===== src/rtl/pipe_skid_reg_if.sv =====
// ---------------------------------------------------------------------------
// pipe_skid_reg_if
//
// Bundle of the handshake and data signals around one pipe_skid_reg stage.
//
// Parameters:
//   N : data width in bits
//   K : number of candidate sources (K >= 1)
//
// Signals:
//   src_vld  [K-1:0]   per-source request, bit i offers slice i of src_data
//   src_data [N*K-1:0] packed source words, source i at [N*i +: N]
//   src_gnt  [K-1:0]   one-hot source accepted this cycle (combinational)
//   in_rdy             stage can accept a word this cycle (registered)
//   flush              synchronous discard of all held words
//   out_vld            out_data / out_src are valid (registered)
//   out_data [N-1:0]   head word (registered)
//   out_src  [K-1:0]   one-hot source that produced out_data (registered)
//   out_rdy            consumer takes the head word this cycle
//   occ      [1:0]     number of held words, 0..2 (registered)
//
// Modports:
//   slave  : the pipeline stage itself
//   master : whatever surrounds the stage (producers, consumer, control)
// ---------------------------------------------------------------------------
interface pipe_skid_reg_if #(
  parameter int N = 32,
  parameter int K = 3
);

  logic [K-1:0]   src_vld;
  logic [N*K-1:0] src_data;
  logic [K-1:0]   src_gnt;
  logic           in_rdy;
  logic           flush;
  logic           out_vld;
  logic [N-1:0]   out_data;
  logic [K-1:0]   out_src;
  logic           out_rdy;
  logic [1:0]     occ;

  modport slave (
    input  src_vld,
    input  src_data,
    input  flush,
    input  out_rdy,
    output src_gnt,
    output in_rdy,
    output out_vld,
    output out_data,
    output out_src,
    output occ
  );

  modport master (
    output src_vld,
    output src_data,
    output flush,
    output out_rdy,
    input  src_gnt,
    input  in_rdy,
    input  out_vld,
    input  out_data,
    input  out_src,
    input  occ
  );

endinterface


===== src/rtl/pipe_skid_reg.sv =====
// ---------------------------------------------------------------------------
// pipe_skid_reg
//
// Pipeline-stage register with fixed-priority selection among K sources and a
// two-entry (head + skid) buffer, so a stalled consumer never loses the one
// word that was accepted in the same cycle the stall appeared.
//
// Parameters:
//   N : data width in bits (default 32)
//   K : number of candidate sources (default 3, K >= 1)
//
// Ports:
//   clk    : clock, all state updates on the rising edge
//   rst_n  : asynchronous active-low reset
//   bus    : pipe_skid_reg_if.slave, see the interface file for the signals
//
// Handshake semantics:
//   A word moves from source i into the stage on a rising edge where
//   src_gnt[i]=1; src_gnt is only raised when in_rdy=1, src_vld[i]=1, no
//   lower-index source is requesting and flush=0. A word leaves the stage on
//   a rising edge where out_vld=1 and out_rdy=1. in_rdy depends only on the
//   stage's own state, never on out_rdy, so there is no combinational path
//   from the consumer back to the producers. flush discards everything held
//   and blocks both directions for that cycle.
//
// State:
//   The buffer is a three-state machine (EMPTY, HEAD, FULL). Its encoding is
//   the occupancy, and occ is a registered copy of it, so the state is always
//   observable at the port.
// ---------------------------------------------------------------------------
module pipe_skid_reg #(
  parameter int N = 32,
  parameter int K = 3
) (
  input  logic          clk,
  input  logic          rst_n,
  pipe_skid_reg_if.slave bus
);

  // Encoding equals occupancy: EMPTY=0, HEAD=1 (hv only), FULL=2 (hv and sv).
  typedef enum logic [1:0] {
    ST_EMPTY = 2'd0,
    ST_HEAD  = 2'd1,
    ST_FULL  = 2'd2
  } state_t;

  state_t       state_q;
  state_t       state_d;

  // Registered outputs, all decoded from the next state at the clock edge.
  logic         out_vld_q;
  logic         in_rdy_q;
  logic [1:0]   occ_q;

  // Head and skid storage. These hold their value unless explicitly loaded;
  // flush only clears the valid bits (via the state), not the words.
  logic [N-1:0] head_data_q;
  logic [K-1:0] head_src_q;
  logic [N-1:0] skid_data_q;
  logic [K-1:0] skid_src_q;

  // Arbitration results.
  logic [K-1:0] win_oh;
  logic [N-1:0] win_data;
  logic         any_vld;
  logic         acc;
  logic         deq;

  // Load strobes for the storage registers.
  logic         load_head_win;
  logic         load_head_skid;
  logic         load_skid;

  // -------------------------------------------------------------------------
  // Fixed-priority selection: the lowest-index requesting source wins.
  // -------------------------------------------------------------------------
  always_comb begin
    logic found;
    found    = 1'b0;
    win_oh   = '0;
    win_data = '0;
    for (int i = 0; i < K; i++) begin
      if (bus.src_vld[i] && !found) begin
        found     = 1'b1;
        win_oh[i] = 1'b1;
        win_data  = bus.src_data[i*N +: N];
      end
    end
  end

  assign any_vld = |bus.src_vld;

  // in_rdy_q is low only in FULL, so a grant can never coincide with the
  // skid-to-head move; flush suppresses the grant outright.
  assign acc = in_rdy_q & any_vld & ~bus.flush;

  // Only combinational output: a function of src_vld, flush and state only.
  assign bus.src_gnt = acc ? win_oh : '0;

  assign deq = out_vld_q & bus.out_rdy;

  // -------------------------------------------------------------------------
  // Next-state and load decisions. flush overrides everything, including a
  // dequeue in the same cycle.
  // -------------------------------------------------------------------------
  always_comb begin
    state_d        = state_q;
    load_head_win  = 1'b0;
    load_head_skid = 1'b0;
    load_skid      = 1'b0;

    if (bus.flush) begin
      state_d = ST_EMPTY;
    end else begin
      case (state_q)
        ST_EMPTY: begin
          if (acc) begin
            load_head_win = 1'b1;
            state_d       = ST_HEAD;
          end
        end

        ST_HEAD: begin
          if (deq) begin
            // Head leaves; a same-cycle arrival replaces it directly so a
            // steady stream runs at one word per cycle without bubbles.
            if (acc) begin
              load_head_win = 1'b1;
            end else begin
              state_d = ST_EMPTY;
            end
          end else if (acc) begin
            // Consumer stalled while a word was accepted: park it in skid.
            load_skid = 1'b1;
            state_d   = ST_FULL;
          end
        end

        ST_FULL: begin
          if (deq) begin
            load_head_skid = 1'b1;
            state_d        = ST_HEAD;
          end
        end

        default: begin
          state_d = ST_EMPTY;
        end
      endcase
    end
  end

  // -------------------------------------------------------------------------
  // State and registered outputs.
  // -------------------------------------------------------------------------
  always_ff @(posedge clk or negedge rst_n) begin
    if (!rst_n) begin
      state_q   <= ST_EMPTY;
      out_vld_q <= 1'b0;
      in_rdy_q  <= 1'b1;
      occ_q     <= 2'd0;
    end else begin
      state_q   <= state_d;
      out_vld_q <= (state_d != ST_EMPTY);
      in_rdy_q  <= (state_d != ST_FULL);
      occ_q     <= state_d;
    end
  end

  // -------------------------------------------------------------------------
  // Storage registers. Cleared by reset so out_data/out_src read zero then.
  // -------------------------------------------------------------------------
  always_ff @(posedge clk or negedge rst_n) begin
    if (!rst_n) begin
      head_data_q <= '0;
      head_src_q  <= '0;
      skid_data_q <= '0;
      skid_src_q  <= '0;
    end else begin
      if (load_head_win) begin
        head_data_q <= win_data;
        head_src_q  <= win_oh;
      end else if (load_head_skid) begin
        head_data_q <= skid_data_q;
        head_src_q  <= skid_src_q;
      end
      if (load_skid) begin
        skid_data_q <= win_data;
        skid_src_q  <= win_oh;
      end
    end
  end

  assign bus.out_vld  = out_vld_q;
  assign bus.in_rdy   = in_rdy_q;
  assign bus.occ      = occ_q;
  assign bus.out_data = head_data_q;
  assign bus.out_src  = head_src_q;

endmodule


===== src/flat_wrapper.sv =====
// flat-port wrapper written by rule: the top's interface ports become plain ports
module pipe_skid_reg_flat 
#(
  parameter int N = 32,
  parameter int K = 3
)
  (clk, rst_n, bus_src_vld, bus_src_data, bus_flush, bus_out_rdy, bus_src_gnt, bus_in_rdy, bus_out_vld, bus_out_data, bus_out_src, bus_occ);
  pipe_skid_reg_if #(.N(N), .K(K)) bus_i ();
  input  logic clk;
  input  logic rst_n;
  input wire logic [$bits(bus_i.src_vld)-1:0] bus_src_vld;
  input wire logic [$bits(bus_i.src_data)-1:0] bus_src_data;
  input wire logic [$bits(bus_i.flush)-1:0] bus_flush;
  input wire logic [$bits(bus_i.out_rdy)-1:0] bus_out_rdy;
  output wire logic [$bits(bus_i.src_gnt)-1:0] bus_src_gnt;
  output wire logic [$bits(bus_i.in_rdy)-1:0] bus_in_rdy;
  output wire logic [$bits(bus_i.out_vld)-1:0] bus_out_vld;
  output wire logic [$bits(bus_i.out_data)-1:0] bus_out_data;
  output wire logic [$bits(bus_i.out_src)-1:0] bus_out_src;
  output wire logic [$bits(bus_i.occ)-1:0] bus_occ;
  assign bus_i.src_vld = bus_src_vld;
  assign bus_i.src_data = bus_src_data;
  assign bus_i.flush = bus_flush;
  assign bus_i.out_rdy = bus_out_rdy;
  assign bus_src_gnt = bus_i.src_gnt;
  assign bus_in_rdy = bus_i.in_rdy;
  assign bus_out_vld = bus_i.out_vld;
  assign bus_out_data = bus_i.out_data;
  assign bus_out_src = bus_i.out_src;
  assign bus_occ = bus_i.occ;
  pipe_skid_reg #(.N(N), .K(K)) u_core (.clk(clk), .rst_n(rst_n), .bus(bus_i));
endmodule

===== config.mk =====
export PLATFORM = sky130hd
export DESIGN_NAME = pipe_skid_reg_flat
export DESIGN_NICKNAME = d
export VERILOG_FILES = /design/src/rtl/pipe_skid_reg_if.sv /design/src/rtl/pipe_skid_reg.sv /design/src/flat_wrapper.sv
export SDC_FILE = /design/constraint.sdc
export NUM_CORES = 1
export LEC_CHECK = 0
export CAP_MARGIN = 25
export CORE_MARGIN = 2
export CORE_UTILIZATION = 49
export CTS_CLUSTER_DIAMETER = 200
export DETAILED_ROUTE_END_ITERATION = 16
export PLACE_DENSITY_LB_ADDON = 0.1
export SYNTH_ARGS = -nofsm -noshare
export SYNTH_HDL_FRONTEND = slang
export SYNTH_SLANG_ARGS = --single-unit

===== constraint.sdc =====
create_clock -name clk -period 5.8 [get_ports clk]
set_input_delay 1.16 -clock clk [delete_from_list [all_inputs] [get_ports clk]]
set_output_delay 1.16 -clock clk [all_outputs]
set_load 0.005 [all_outputs]

==> reports/results.tsv, run 1 <==
stage	metric	value	unit
die	area of the die	8840	µm²
clock_tree	clock-pin slew on the worst setup and hold paths	0.08	ns
sta	Final Hold Vio Count	0	
detailed_routing	Avg WL per Cell	16.1	µm
clock_tree	CTS H-tree depth	3	
die	die width	94.0	µm
worst_setup_path	Top Family by Delay on Critical Path	buffers and inverters	
worst_setup_path	CP max stage delay	0.90	ns
worst_setup_path	critical path type	in2out	
sta	period utilization	73.5	%
worst_setup_path	data required time of the worst path	4.64	ns
sta	RSZ-0062 raised after global routing	no	
synthesis	mean area per synthesized cell	10.2	µm²
power_and_ir_drop	leakage	2.20	nW
final_layout	Fillers	601	
clock_tree	root buffer cell	clkbuf_8	
grt	met1 Use GR	29.9	%
detailed_routing	final WL	10.1	mm
synthesis	Distinct cells, synth	31	
detailed_routing	Residual DRC	0	
synthesis	EDFF count, synth	0	
die	Starting Density	50.9	%
grt	GRT busiest layer	met2	
die	number of placement rows	32	
final_layout	diode count	0	
power_and_ir_drop	cell area power density	322	nW/µm²
clock_tree	hold buffers post-CTS	0	
sta	Period minus WS final	4.26	ns
power_and_ir_drop	worst vdd ir	216	µV
job	Max Cap Violations	0	
worst_setup_path	Max FO, Critical Path	28	
grt	number of global-route vias before repair	3408	
worst_setup_path	Critical-path top delay cell	clkdlybuf4s50_1	
synthesis	sequential cell area fraction in the yosys report	46.6	%
grt	first-pass GRT wire length	16.3	mm
sta	Peak Freq	235	MHz
clock_tree	worst skew pair latency	0.35	ns
die	I/O pin total	145	
synthesis	Syn Inst Count	390	
worst_setup_path	FF-to-FF setup slack	3.38	ns
detailed_routing	DRT iter0 DRCs	99	
clock_tree	post-CTS setup repair buffer count	0	
worst_setup_path	CP Buf/Inv Count	4	
place	Final HPWL DP	7.00	mm
detailed_routing	number of vias per cell	5.40	
sta	worst clock skew	0.0126	ns
clock_tree	total CTS buffers	9	
detailed_routing	routed vias	3382	
sta	Final TNS setup	0	ns
worst_setup_path	Crit. End Element	output pin	
sta	setup violators final	0	
grt	GR Util met3	5.22	%
clock_tree	TritonCTS clock tree	built	
worst_setup_path	critical path startpoint category	primary input	
clock_tree	clock buffer depth	2	
clock_tree	CTS Sinks	74	
grt	largest net degree at the start of global routing	75	
synthesis	Synth Register Bits	74	
die	core box area	7810	µm²
synthesis	Synth Cell Area	3970	µm²
final_layout	post-layout util	72.4	%
synthesis	yosys warns	0	
place	PortBufs	144	
final_layout	commonest non-fill, non-tap cell in the layout	clkdlybuf4s50_1	
detailed_routing	DRT antenna net count	0	
worst_setup_path	crit-path cells	clkdlybuf4s50_1 -> inv_1 -> buf_4 -> nor2_1 -> clkdlybuf4s50_1	
clock_tree	post-CTS sizing	0	
final_layout	synthesis-to-finish area growth	42.3	%
place	RePlAce Congestion	0.815	
outcome	status	finished, final reports clean	
synthesis	top_reg_cell synth	dfrtp_1	
grt	grt met2 use	40.1	%
grt	grt total ovfl	0	
sta	Slew headroom	32.2	%
die	die height	94.0	µm
worst_setup_path	Crit path top cell by count	clkdlybuf4s50_1	
worst_setup_path	critical path arrival	3.10	ns
synthesis	Async S/R FF share, synth	100	%
final_layout	commonest cells after routing, fill and taps aside	142 x clkdlybuf4s50_1, 73 x dfrtp_1, 58 x nand2_1	
grt	Tot GR Track Use	23.6	%
final_layout	share of cells above drive strength 1	11.5	%
synthesis	Post-Syn Nets	493	
final_layout	# nets final	622	
sta	Final Max Tran Viols	0	
detailed_routing	DRT Pass-1 Iters	4	
sta	slew of the pin with the lowest slew margin	1.01	ns
min_path	HP Class	reg2reg	
grt	antenna violations before repair	0	
kinds of logic (layout without fill, tap and decap cells):
kind of cell | count (synthesis) | count (layout) | synth area share, %
AOI/OAI and AO/OA | 77 | 77 | 12.4
xor gates and xnor gates | 1 | 1 | 0.221
buffers and inverters | 40 | 174 | 4.82
DFF | 74 | 74 | 46.6
muxes | 63 | 63 | 16.9
and+or+nand+nor | 135 | 135 | 19.0
registers in the layout (all words and copies together), names as in the netlist:
register	flops
u_core.bus.out_data	32
u_core.bus.out_src	3
u_core.bus.out_vld	1
u_core.state_q	2
u_core.skid_data_q	32
u_core.bus.in_rdy	1
u_core.skid_src_q	3
final timing paths:
check / from / to / cells after the start
hold / removal: u_core.skid_data_q[5] / u_core.skid_data_q[5] / 1
max in group asynchronous: rst_n / u_core.bus.out_data[26] / 1
hold reg to reg: u_core.skid_data_q[5] / u_core.skid_data_q[5] / 1
setup / recovery: bus_src_vld[0] / bus_src_gnt[0] / 5
setup reg to reg: u_core.bus.out_vld / u_core.bus.out_data[24] / 4
min in group asynchronous: rst_n / u_core.state_q[1] / 1
routing by layer:
| metal | wire length (µm) | share of wire [%] | up-vias |
|---|---|---|---|
| li1 | - | - | 1637 |
| met1 | 4280 | 42 | 1628 |
| met2 | 5020 | 50 | 105 |
| met3 | 648 | 6.4 | 12 |
| met4 | 138 | 1.4 | 0 |
| met5 | 0 | 0 | - |
through the flow:
| stage | setup slack [ns] | total power [mW] | std cells | hold slack (ns) | cell area, µm² |
|---|---|---|---|---|---|
| 6_report | 1.54 | 1.82 | 626 | 0.501 | 5650 |
| 2_1_floorplan | 2.80 | 1.08 | 390 | 0.458 | 3970 |
| 3_3_place_gp | 1.60 | 1.36 | 610 | 0.468 | 5430 |
| 3_5_place_dp | 1.60 | 1.40 | 610 | 0.484 | 5430 |
| 5_1_grt | 1.48 | 1.93 | 626 | 0.527 | 5650 |
| 4_1_cts | 1.59 | 1.84 | 626 | 0.503 | 5650 |
layout make-up:
cell class / instances / area, µm² / share of cell area [%]
multi-input cells: 276 / 1940 / 34.4
flip-flops and latches: 74 / 1850 / 32.8
clock inverters: 5 / 77.6 / 1.37
well taps: 102 / 128 / 2.26
inverters: 8 / 30.0 / 0.531
clock buffers: 11 / 141 / 2.50
repair buffers: 150 / 1480 / 26.2
cell usage after synthesis, types with 2 or more instances:
cell type  count  area share, %
dfrtp_1       73             46
nand2_1       58            5.5
mux2_2        31            8.8
mux2i_1       30            7.6
nor2b_1       30            4.7
o21ai_0       28            3.5
a31oi_1       27            4.3
nand3b_1      27            5.1
clkbuf_1      19            1.8
buf_2          9            1.1
inv_1          8           0.76
a221o_1        7            1.8
a221oi_1       7            1.5
nor2_1         7           0.66
a21oi_1        5           0.63
nor3b_1        5           0.94
buf_6          4            1.1
mux2_1         2           0.57
worst register-to-register path: stages, from the launching register on:
cell and delay, ns:
dfrtp_1 0.40, a21boi_0 0.25, nor4b_4 0.90, buf_4 0.53, o21ai_0 0.19
report_power, final:
part           internal, mW  switching, mW
registers             0.715          0.111
clock network         0.253          0.187
logic                 0.361          0.196
No activity file was read; power rests on OpenSTA's default activity.
==> run 2: changes to the inputs <==
CORE_UTILIZATION = 41   (was 49)
clock period = 3.9 ns   (was 5.8 ns; I/O delays follow)
==> run 2 against run 1 <==
Critical endpoint is now bus_src_gnt[2]. Largest power group unchanged. Non-clock buffer count rose by 4. Global-route usage fell by 3.3 points. Clock-buffer cell count fell by 1.
==> reports/results.tsv, run 2 (synthesis results as in run 1) <==
stage	metric	value	unit
final_layout	synthesis-to-finish area growth	43.6	%
detailed_routing	final WL	10.2	mm
place	PortBufs	144	
job	Max Cap Violations	0	
detailed_routing	DRT iter0 DRCs	110	
detailed_routing	DRT antenna net count	0	
final_layout	commonest non-fill, non-tap cell in the layout	clkdlybuf4s50_1	
power_and_ir_drop	P_sw	0.731	mW
clock_tree	root buffer cell	clkbuf_8	
sta	Peak Freq	317	MHz
die	I/O pin total	145	
grt	first-pass GRT wire length	16.3	mm
grt	antenna violations before repair	1	
final_layout	# nets final	626	
clock_tree	total CTS buffers	9	
detailed_routing	DRT Pass-1 Iters	4	
clock_tree	TritonCTS clock tree	built	
detailed_routing	Residual DRC	0	
clock_tree	post-CTS setup repair buffer count	0	
min_path	HP Class	reg2reg	
detailed_routing	Avg WL per Cell	15.5	µm
final_layout	Fillers	821	
worst_setup_path	critical path arrival	2.38	ns
die	core box area	9330	µm²
place	pre-CTS WS	0.673	ns
place	Final HPWL DP	7.13	mm
power_and_ir_drop	worst vdd ir	177	µV
sta	post-route setup slack	0.741	ns
final_layout	Non-Filler Instances	656	
power_and_ir_drop	Power Internal	1.90	mW
clock_tree	clock-pin slew on the worst setup and hold paths	0.08	ns
die	number of placement rows	35	
place	placed inst area	5520	µm²
sta	Final Hold Vio Count	0	
sta	Slew headroom	38.4	%
final_layout	diode count	0	
power_and_ir_drop	Reg power frac	46.4	%
power_and_ir_drop	Sw Ratio	27.8	%
sta	Final Max Tran Viols	0	
clock_tree	CTS Sinks	74	
worst_setup_path	Setup crit end	bus_src_gnt[2]	
clock_tree	clock buffer depth	2	
worst_setup_path	reg2reg path depth	4	
grt	Tot GR Track Use	20.3	%
final_layout	fin area	5710	µm²
sta	RSZ-0062 raised after global routing	no	
clock_tree	hold buffers post-CTS	0	
sta	slew of the pin with the lowest slew margin	0.924	ns
worst_setup_path	Crit. End Element	output pin	
clock_tree	worst skew pair latency	0.35	ns
final_layout	share of cells above drive strength 1	12.0	%
power_and_ir_drop	leakage	2.21	nW
die	area of the die	10500	µm²
detailed_routing	number of vias per cell	5.17	
die	Starting Density	42.6	%
worst_setup_path	data required time of the worst path	3.12	ns
sta	worst clock skew	0.0105	ns
power_and_ir_drop	combinational group share of total power	31.9	%
worst_setup_path	Critical R2R Launch	u_core.bus.out_vld	
place	RePlAce Congestion	0.725	
sta	period utilization	81.0	%
clock_tree	post-CTS sizing	0	
worst_setup_path	RR Endpoint	u_core.skid_data_q[26]	
clock_tree	CTS H-tree depth	3	
die	die height	102	µm
worst_setup_path	Max FO, Critical Path	14	
outcome	status	finished, final reports clean	
detailed_routing	routed vias	3389	
grt	largest net degree at the start of global routing	75	
sta	Final TNS setup	0	ns
power_and_ir_drop	cell area power density	461	nW/µm²
worst_setup_path	CP startpoint	bus_src_vld[0]	
worst_setup_path	critical path startpoint category	primary input	
sta	Period minus WS final	3.16	ns
grt	grt total ovfl	0	
worst_setup_path	critical path type	in2out	
grt	number of global-route vias before repair	3443	
sta	setup violators final	0	
die	die width	102	µm
worst_setup_path	FF-to-FF setup slack	1.60	ns
power_and_ir_drop	clock network power share	21.8	%
final_layout	commonest cells after routing, fill and taps aside	142 x clkdlybuf4s50_1, 73 x dfrtp_1, 58 x nand2_1	
place	placed cells	641	
run 2: final cells by class:
class	count	area, µm²	area share (%)
Tap cell	129	161	2.83
Inverter	8	30.0	0.526
Clock buffer	10	128	2.24
Multi-Input combinational cell	276	1940	34.1
Clock inverter	5	56.3	0.987
Timing Repair Buffer	154	1530	26.9
Sequential cell	74	1850	32.5
run 2: metrics by stage:
stage	util [%]	hold slack, ns	power [mW]
6_report	61.2	0.490	2.63
3_3_place_gp	59.2	0.466	2.04
5_1_grt	61.2	0.522	2.80
2_1_floorplan	-	0.458	1.61
3_5_place_dp	59.2	0.480	2.08
4_1_cts	61.2	0.498	2.66
run 2: worst min path at each step:
stage                                   endpoint  cells past startpoint  slack, ns                    from
after floorplan           u_core.skid_data_q[23]                      1       0.46  u_core.skid_data_q[23]
after global placement     u_core.skid_data_q[5]                      1       0.47   u_core.skid_data_q[5]
after detailed placement  u_core.skid_data_q[23]                      1       0.48  u_core.skid_data_q[23]
after CTS                 u_core.skid_data_q[23]                      1       0.50  u_core.skid_data_q[23]
after global routing       u_core.skid_data_q[5]                      1       0.52   u_core.skid_data_q[5]
final                     u_core.skid_data_q[23]                      1       0.49  u_core.skid_data_q[23]
run 2: critical path: stages:
cell	delay [ns]
clkdlybuf4s50_1	0.66
nor2_1	0.19
nand2_1	0.11
nor2_1	0.13
clkdlybuf4s50_1	0.51
run 2: power by group through the flow:
stage / combinational (mW) / sequential (mW) / clock (mW)
6_report: 0.837 / 1.22 / 0.572
5_1_grt: 0.923 / 1.26 / 0.622
4_1_cts: 0.851 / 1.22 / 0.588
3_5_place_dp: 0.846 / 1.23 / 0
3_3_place_gp: 0.822 / 1.22 / 0
2_1_floorplan: 0.397 / 1.21 / 0
run 2: layer usage:
metal | track usage, % | vias up | part of all wire [%]
met5 | 0 | - | 0.13
met4 | 7.69 | 2 | 2.1
met3 | 5.13 | 18 | 5.9
met2 | 34.6 | 102 | 49
met1 | 24.7 | 1620 | 43
li1 | - | 1647 | -
==> run 3: changes to the inputs <==
CORE_UTILIZATION = 45   (was 41)
clock period = 3.2 ns   (was 3.9 ns; I/O delays follow)
==> run 3 against run 2 <==
Design area rose by 0.39%. Clock skew fell by 0.0011 ns. Critical path depth did not move. Die area fell by 8.6%. Global-route usage rose by 1.1 points. Utilization rose by 5.2 points. Sequential cell count did not move. Critical endpoint is now bus_src_gnt[1].
==> reports/results.tsv, run 3 (synthesis results as in run 1) <==
stage	metric	value	unit
outcome	status	finished, final reports clean	
worst_setup_path	FF-to-FF setup slack	1.18	ns
worst_setup_path	Critical R2R Launch	u_core.bus.in_rdy	
sta	hold_ws	0.0830	ns
final_layout	Non-Filler Instances	639	
die	area of the die	9600	µm²
clock_tree	CTS Sinks	74	
place	placed inst area	5500	µm²
sta	Slew headroom	67.7	%
die	Starting Density	46.0	%
power_and_ir_drop	cell area power density	566	nW/µm²
grt	Tot GR Track Use	21.4	%
sta	setup violators final	0	
worst_setup_path	reg2reg path depth	5	
clock_tree	CTS H-tree depth	3	
worst_setup_path	data required time of the worst path	2.56	ns
clock_tree	hold buffers post-CTS	0	
clock_tree	worst skew pair latency	0.34	ns
sta	RSZ-0062 raised after global routing	no	
min_path	HP Class	in2async	
grt	grt total ovfl	0	
detailed_routing	DRT iter0 DRCs	124	
final_layout	share of cells above drive strength 1	12.8	%
place	placed cells	622	
power_and_ir_drop	leakage	2.24	nW
die	number of placement rows	34	
worst_setup_path	critical path startpoint category	primary input	
detailed_routing	final WL	9.94	mm
die	die width	98.0	µm
detailed_routing	DRT Pass-1 Iters	4	
worst_setup_path	critical path arrival	2.22	ns
power_and_ir_drop	total power	3.24	mW
sta	Final Max Tran Viols	0	
worst_setup_path	critical path type	in2out	
grt	antenna violations before repair	1	
grt	largest net degree at the start of global routing	75	
place	RePlAce Congestion	0.729	
clock_tree	post-CTS sizing	0	
sta	period utilization	89.3	%
final_layout	# nets final	629	
job	Max Cap Violations	0	
die	I/O pin total	145	
clock_tree	clock-pin slew on the worst setup and hold paths	0.08	ns
detailed_routing	routed vias	3402	
sta	slew of the pin with the lowest slew margin	0.485	ns
sta	Peak Freq	350	MHz
power_and_ir_drop	worst vdd ir	249	µV
sta	Final Hold Vio Count	0	
detailed_routing	DRT antenna net count	0	
clock_tree	total CTS buffers	9	
final_layout	fin area	5730	µm²
die	core box area	8640	µm²
final_layout	commonest cells after routing, fill and taps aside	142 x clkdlybuf4s50_1, 73 x dfrtp_1, 58 x nand2_1	
final_layout	synthesis-to-finish area growth	44.2	%
place	Final HPWL DP	7.06	mm
place	PortBufs	144	
clock_tree	root buffer cell	clkbuf_8	
die	die height	98.0	µm
final_layout	commonest non-fill, non-tap cell in the layout	clkdlybuf4s50_1	
sta	Period minus WS final	2.86	ns
worst_setup_path	Crit. End Element	output pin	
worst_setup_path	RR Endpoint	u_core.skid_data_q[29]	
sta	Final TNS setup	0	ns
detailed_routing	number of vias per cell	5.32	
final_layout	diode count	0	
grt	first-pass GRT wire length	16.7	mm
worst_setup_path	Max FO, Critical Path	12	
sta	worst clock skew	0.00934	ns
detailed_routing	Avg WL per Cell	15.6	µm
detailed_routing	Residual DRC	0	
clock_tree	clock buffer depth	2	
clock_tree	post-CTS setup repair buffer count	0	
clock_tree	TritonCTS clock tree	built	
grt	number of global-route vias before repair	3424	
-- run 3: cell type report --
class                   instances  area, µm²
flip-flops and latches         74       1850
clock inverters                 6       65.1
well taps                     108        135
repair buffers                157       1560
inverters                       8       30.0
clock buffers                  10        138
multi-input cells             276       1940
fillers                       699       2910
-- run 3: power breakdown --
part | internal, mW | leakage (nW) | total (mW) | switching [mW]
clock network | 0.383 | 0.103 | 0.731 | 0.349
registers | 1.30 | 0.906 | 1.49 | 0.193
logic | 0.666 | 1.23 | 1.02 | 0.357
-- run 3: how the worst max path moves through the flow --
stage                              start                endpoint  slack [ns]  cells after the start
after CTS                 bus_src_vld[0]          bus_src_gnt[1]        0.35                      5
final                     bus_src_vld[0]          bus_src_gnt[1]        0.34                      5
after global placement    bus_src_vld[0]  u_core.skid_data_q[12]        0.33                      6
after detailed placement  bus_src_vld[0]  u_core.skid_data_q[18]        0.29                      6
after global routing      bus_src_vld[0]          bus_src_gnt[1]        0.22                      5
after floorplan           bus_src_vld[1]  u_core.skid_data_q[24]        1.01                      7
-- run 3: metal layers --
| layer | track usage, % | vias up | routed length (µm) | share of wire, % |
|---|---|---|---|---|
| met4 | 8.44 | 2 | 213 | 2.1 |
| li1 | - | 1651 | - | - |
| met2 | 36.0 | 115 | 4900 | 49 |
| met1 | 26.3 | 1614 | 4130 | 42 |
| met5 | 0 | - | 7 | 0.070 |
| met3 | 5.80 | 20 | 690 | 6.9 |
-- run 3: metrics by stage --
step                      setup WS, ns  util (%)
after floorplan                   1.01         -
after global placement           0.329      63.7
after detailed placement         0.293      63.7
after CTS                        0.350      66.0
after global routing             0.215      66.3
final                            0.344      66.3
-- run 3: critical path, stage by stage --
cell and delay, ns:
clkdlybuf4s50_1 0.64, inv_1 0.22, nand2_1 0.11, nor2_1 0.11, clkdlybuf4s50_1 0.50
==> variant (settings of run 1) <==
`N` is set to 32 in 3 places; all go to 64. Comments in the files are not updated.
--- a/src/rtl/pipe_skid_reg_if.sv
+++ b/src/rtl/pipe_skid_reg_if.sv
@@ -24,7 +24,7 @@
 //   master : whatever surrounds the stage (producers, consumer, control)
 // ---------------------------------------------------------------------------
 interface pipe_skid_reg_if #(
-  parameter int N = 32,
+  parameter int N = 64,
   parameter int K = 3
 );
 
--- a/src/rtl/pipe_skid_reg.sv
+++ b/src/rtl/pipe_skid_reg.sv
@@ -29,7 +29,7 @@
 //   observable at the port.
 // ---------------------------------------------------------------------------
 module pipe_skid_reg #(
-  parameter int N = 32,
+  parameter int N = 64,
   parameter int K = 3
 ) (
   input  logic          clk,
--- a/src/flat_wrapper.sv
+++ b/src/flat_wrapper.sv
@@ -1,7 +1,7 @@
 // flat-port wrapper written by rule: the top's interface ports become plain ports
 module pipe_skid_reg_flat 
 #(
-  parameter int N = 32,
+  parameter int N = 64,
   parameter int K = 3
 )
   (clk, rst_n, bus_src_vld, bus_src_data, bus_flush, bus_out_rdy, bus_src_gnt, bus_in_rdy, bus_out_vld, bus_out_data, bus_out_src, bus_occ);
Interface: changed (resized bus_out_data and bus_src_data); port bits go from 145 to 273. No check against the original RTL was run, so the function may have changed too.
==> variant against run 1 <==
Total power is 110% higher; sequential cell count is 64 higher; clock skew is 0.0036 ns lower; design area is 91% higher; die area is 83% higher; hold slack better by 0.0052 ns; worst setup slack better by 0.43 ns; clock power grew to 2.6 times the old value; sequential power is 89% higher; routed wire length is 110% higher; non-clock buffer count is 135 higher; area after synthesis is 87% higher.
==> variant: results (changes against run 1) <==
Clock network
  • Root Buffer: clkbuf_16
  • CTS buffer count: 17 (+8)
  • H-tree depth: 4 (+1)
  • Worst-Skew Late Latency: 0.42 ns (+0.07 ns)
  • Clk buf depth: 2 (unchanged)
  • Clock slew at reported path FFs: 0.05 ns (-0.03 ns)
  • Post-CTS setup buffers: 0 (unchanged)

Critical path
  • FF-to-FF path depth: 5 (+1)
  • R2r setup slk: 3.25 ns (-0.13 ns)
  • Worst Setup SP: bus_flush
  • R2R Path Start: u_core.state_q[0]
  • Crit path max fanout: 7 (-75%)
  • RR Endpoint: u_core.bus.out_data[11]
  • CP endpoint: bus_src_gnt[2]
  • CP arrival: 2.67 ns (-0.43 ns)

Synth
  • Syn nets: 991 (+100%)
  • Total of warnings raised by yosys: 0 (unchanged)
  • Area contributors post-synth: dfrtp_1 (46%), a31oi_1 (9.0%), nand2_1 (8.3%), mux2_4 (5.7%), mux2_2 (5.6%)
  • Post-synth EDFFs: 0 (unchanged)
  • Post-synthesis compound-gate area fraction: 13.3% (+0.96 points)
  • Xor/xnor share of the synthesized area: 0.118% (-0.10 points)
  • Post-synthesis mux area share: 11.5% (-5.4 points)
  • Register area share after synthesis: 46.5% (-0.16 points)
  • Post-synth cell types: 31 (unchanged)
  • FFs w/ async S/R, synth: 100% (unchanged)
  • Top cells by count, synth: nand2_1 (164), dfrtp_1 (137), a31oi_1 (107)
  • Post-Synth Adder-Cell Area: 0% (unchanged)

Timing
  • Worst Clk Skew: 0.00899 ns (-0.00356 ns)
  • Fin Hold WS: 0.506 ns (+0.00517 ns)
  • Least-Margin Pin Slew: 0.890 ns (-0.123 ns)

Routing
  • Starting DRC count in detailed routing: 488 (+390%)
  • First-pass DRT Iterations: 5 (+1)
  • Routed WL: 21.1 mm (+110%)
  • Via count: 6,736 (+99%)

Cells and area
  • Filler instances: 1,178 (+96%)
  • ANT cells: 0 (unchanged)
  • Final net count: 1,226 (+97%)
  • Share of layout cells above drive strength 1: 11.5% (about the same)

Placed design
  • RePlAce Congestion: 0.799 (-2.0%)
  • Hpwl dp: 13.9 mm (+99%)
  • IO buf count: 272 (+89%)

GRT
  • All-layer global routing usage: 26.7% (+3.2 points)
  • Vias in the first global route: 6,678 (+96%)
  • Largest net degree at the start of global routing: 87 (+16%)
  • Global-route wire length before repair: 34.2 mm (+110%)

Power and ir drop
  • Net Sw Frac: 26.2% (-0.89 points)
  • Static Leakage: 0.00452 uW (+110%)
  • Max VDD drop: 0.000247 V (+14%)

Outcome
  • Status: complete, no violations
[variant: kinds of logic after synthesis]
group | count (synthesis)
xor+xnor | 1
compound gates | 147
mux | 67
buf+inv | 84
simple gates | 355
flops | 138
[variant: power by group through the flow]
stage | Clock, uW | Combinational (uW) | Sequential [uW]
finish | 1150 | 1180 | 1560
floorplan | 0 | 584 | 1540
CTS | 1160 | 1190 | 1560
global route | 1210 | 1280 | 1610
global placement | 0 | 1150 | 1560
detailed placement | 0 | 1180 | 1560
[variant: worst min-delay path by stage]
stage / startpoint / to / cells past startpoint
6_report: u_core.skid_data_q[16] / u_core.bus.out_data[16] / 1
5_1_grt: u_core.skid_data_q[44] / u_core.skid_data_q[44] / 1
4_1_cts: u_core.skid_data_q[16] / u_core.bus.out_data[16] / 1
3_5_place_dp: u_core.skid_data_q[16] / u_core.bus.out_data[16] / 1
3_3_place_gp: u_core.skid_src_q[2] / u_core.bus.out_src[2] / 1
2_1_floorplan: u_core.skid_data_q[30] / u_core.bus.out_data[30] / 1
[variant: per-stage QoR]
| step | std cells | setup WS (ns) | cell area (um2) | utilization [%] |
|---|---|---|---|---|
| after floorplan | 792 | 2.73 | 7430 | - |
| after global placement | 1196 | 1.99 | 10200 | 67.7 |
| after detailed placement | 1196 | 1.97 | 10200 | 67.7 |
| after CTS | 1227 | 1.97 | 10800 | 71.9 |
| after global routing | 1227 | 1.90 | 10800 | 71.9 |
| final | 1227 | 1.97 | 10800 | 71.9 |
[variant: worst max-delay path, cell delays in order]
cell and delay (ns):
clkdlybuf4s50_1 0.53, nand2b_1 0.31, nor2_1 0.15, clkdlybuf4s50_1 0.51
[variant: layout make-up]
cell class,count,share of cell area (%)
multi-input combinational,570,33.4
sequential,138,32.0
timing repair buffer,285,26.1
clock buffer,23,4.52
tap,188,2.18
clock inverter,8,1.30
inverter,15,0.521
[variant: metal layers]
layer  vias up  GRT usage, %  share of wire [%]
li1       3230             -                  -
met1      3261          33.7                 43
met2       222          45.5                 49
met3        23          7.04                5.9
met4         0          7.82                1.7
met5         -             0                  0
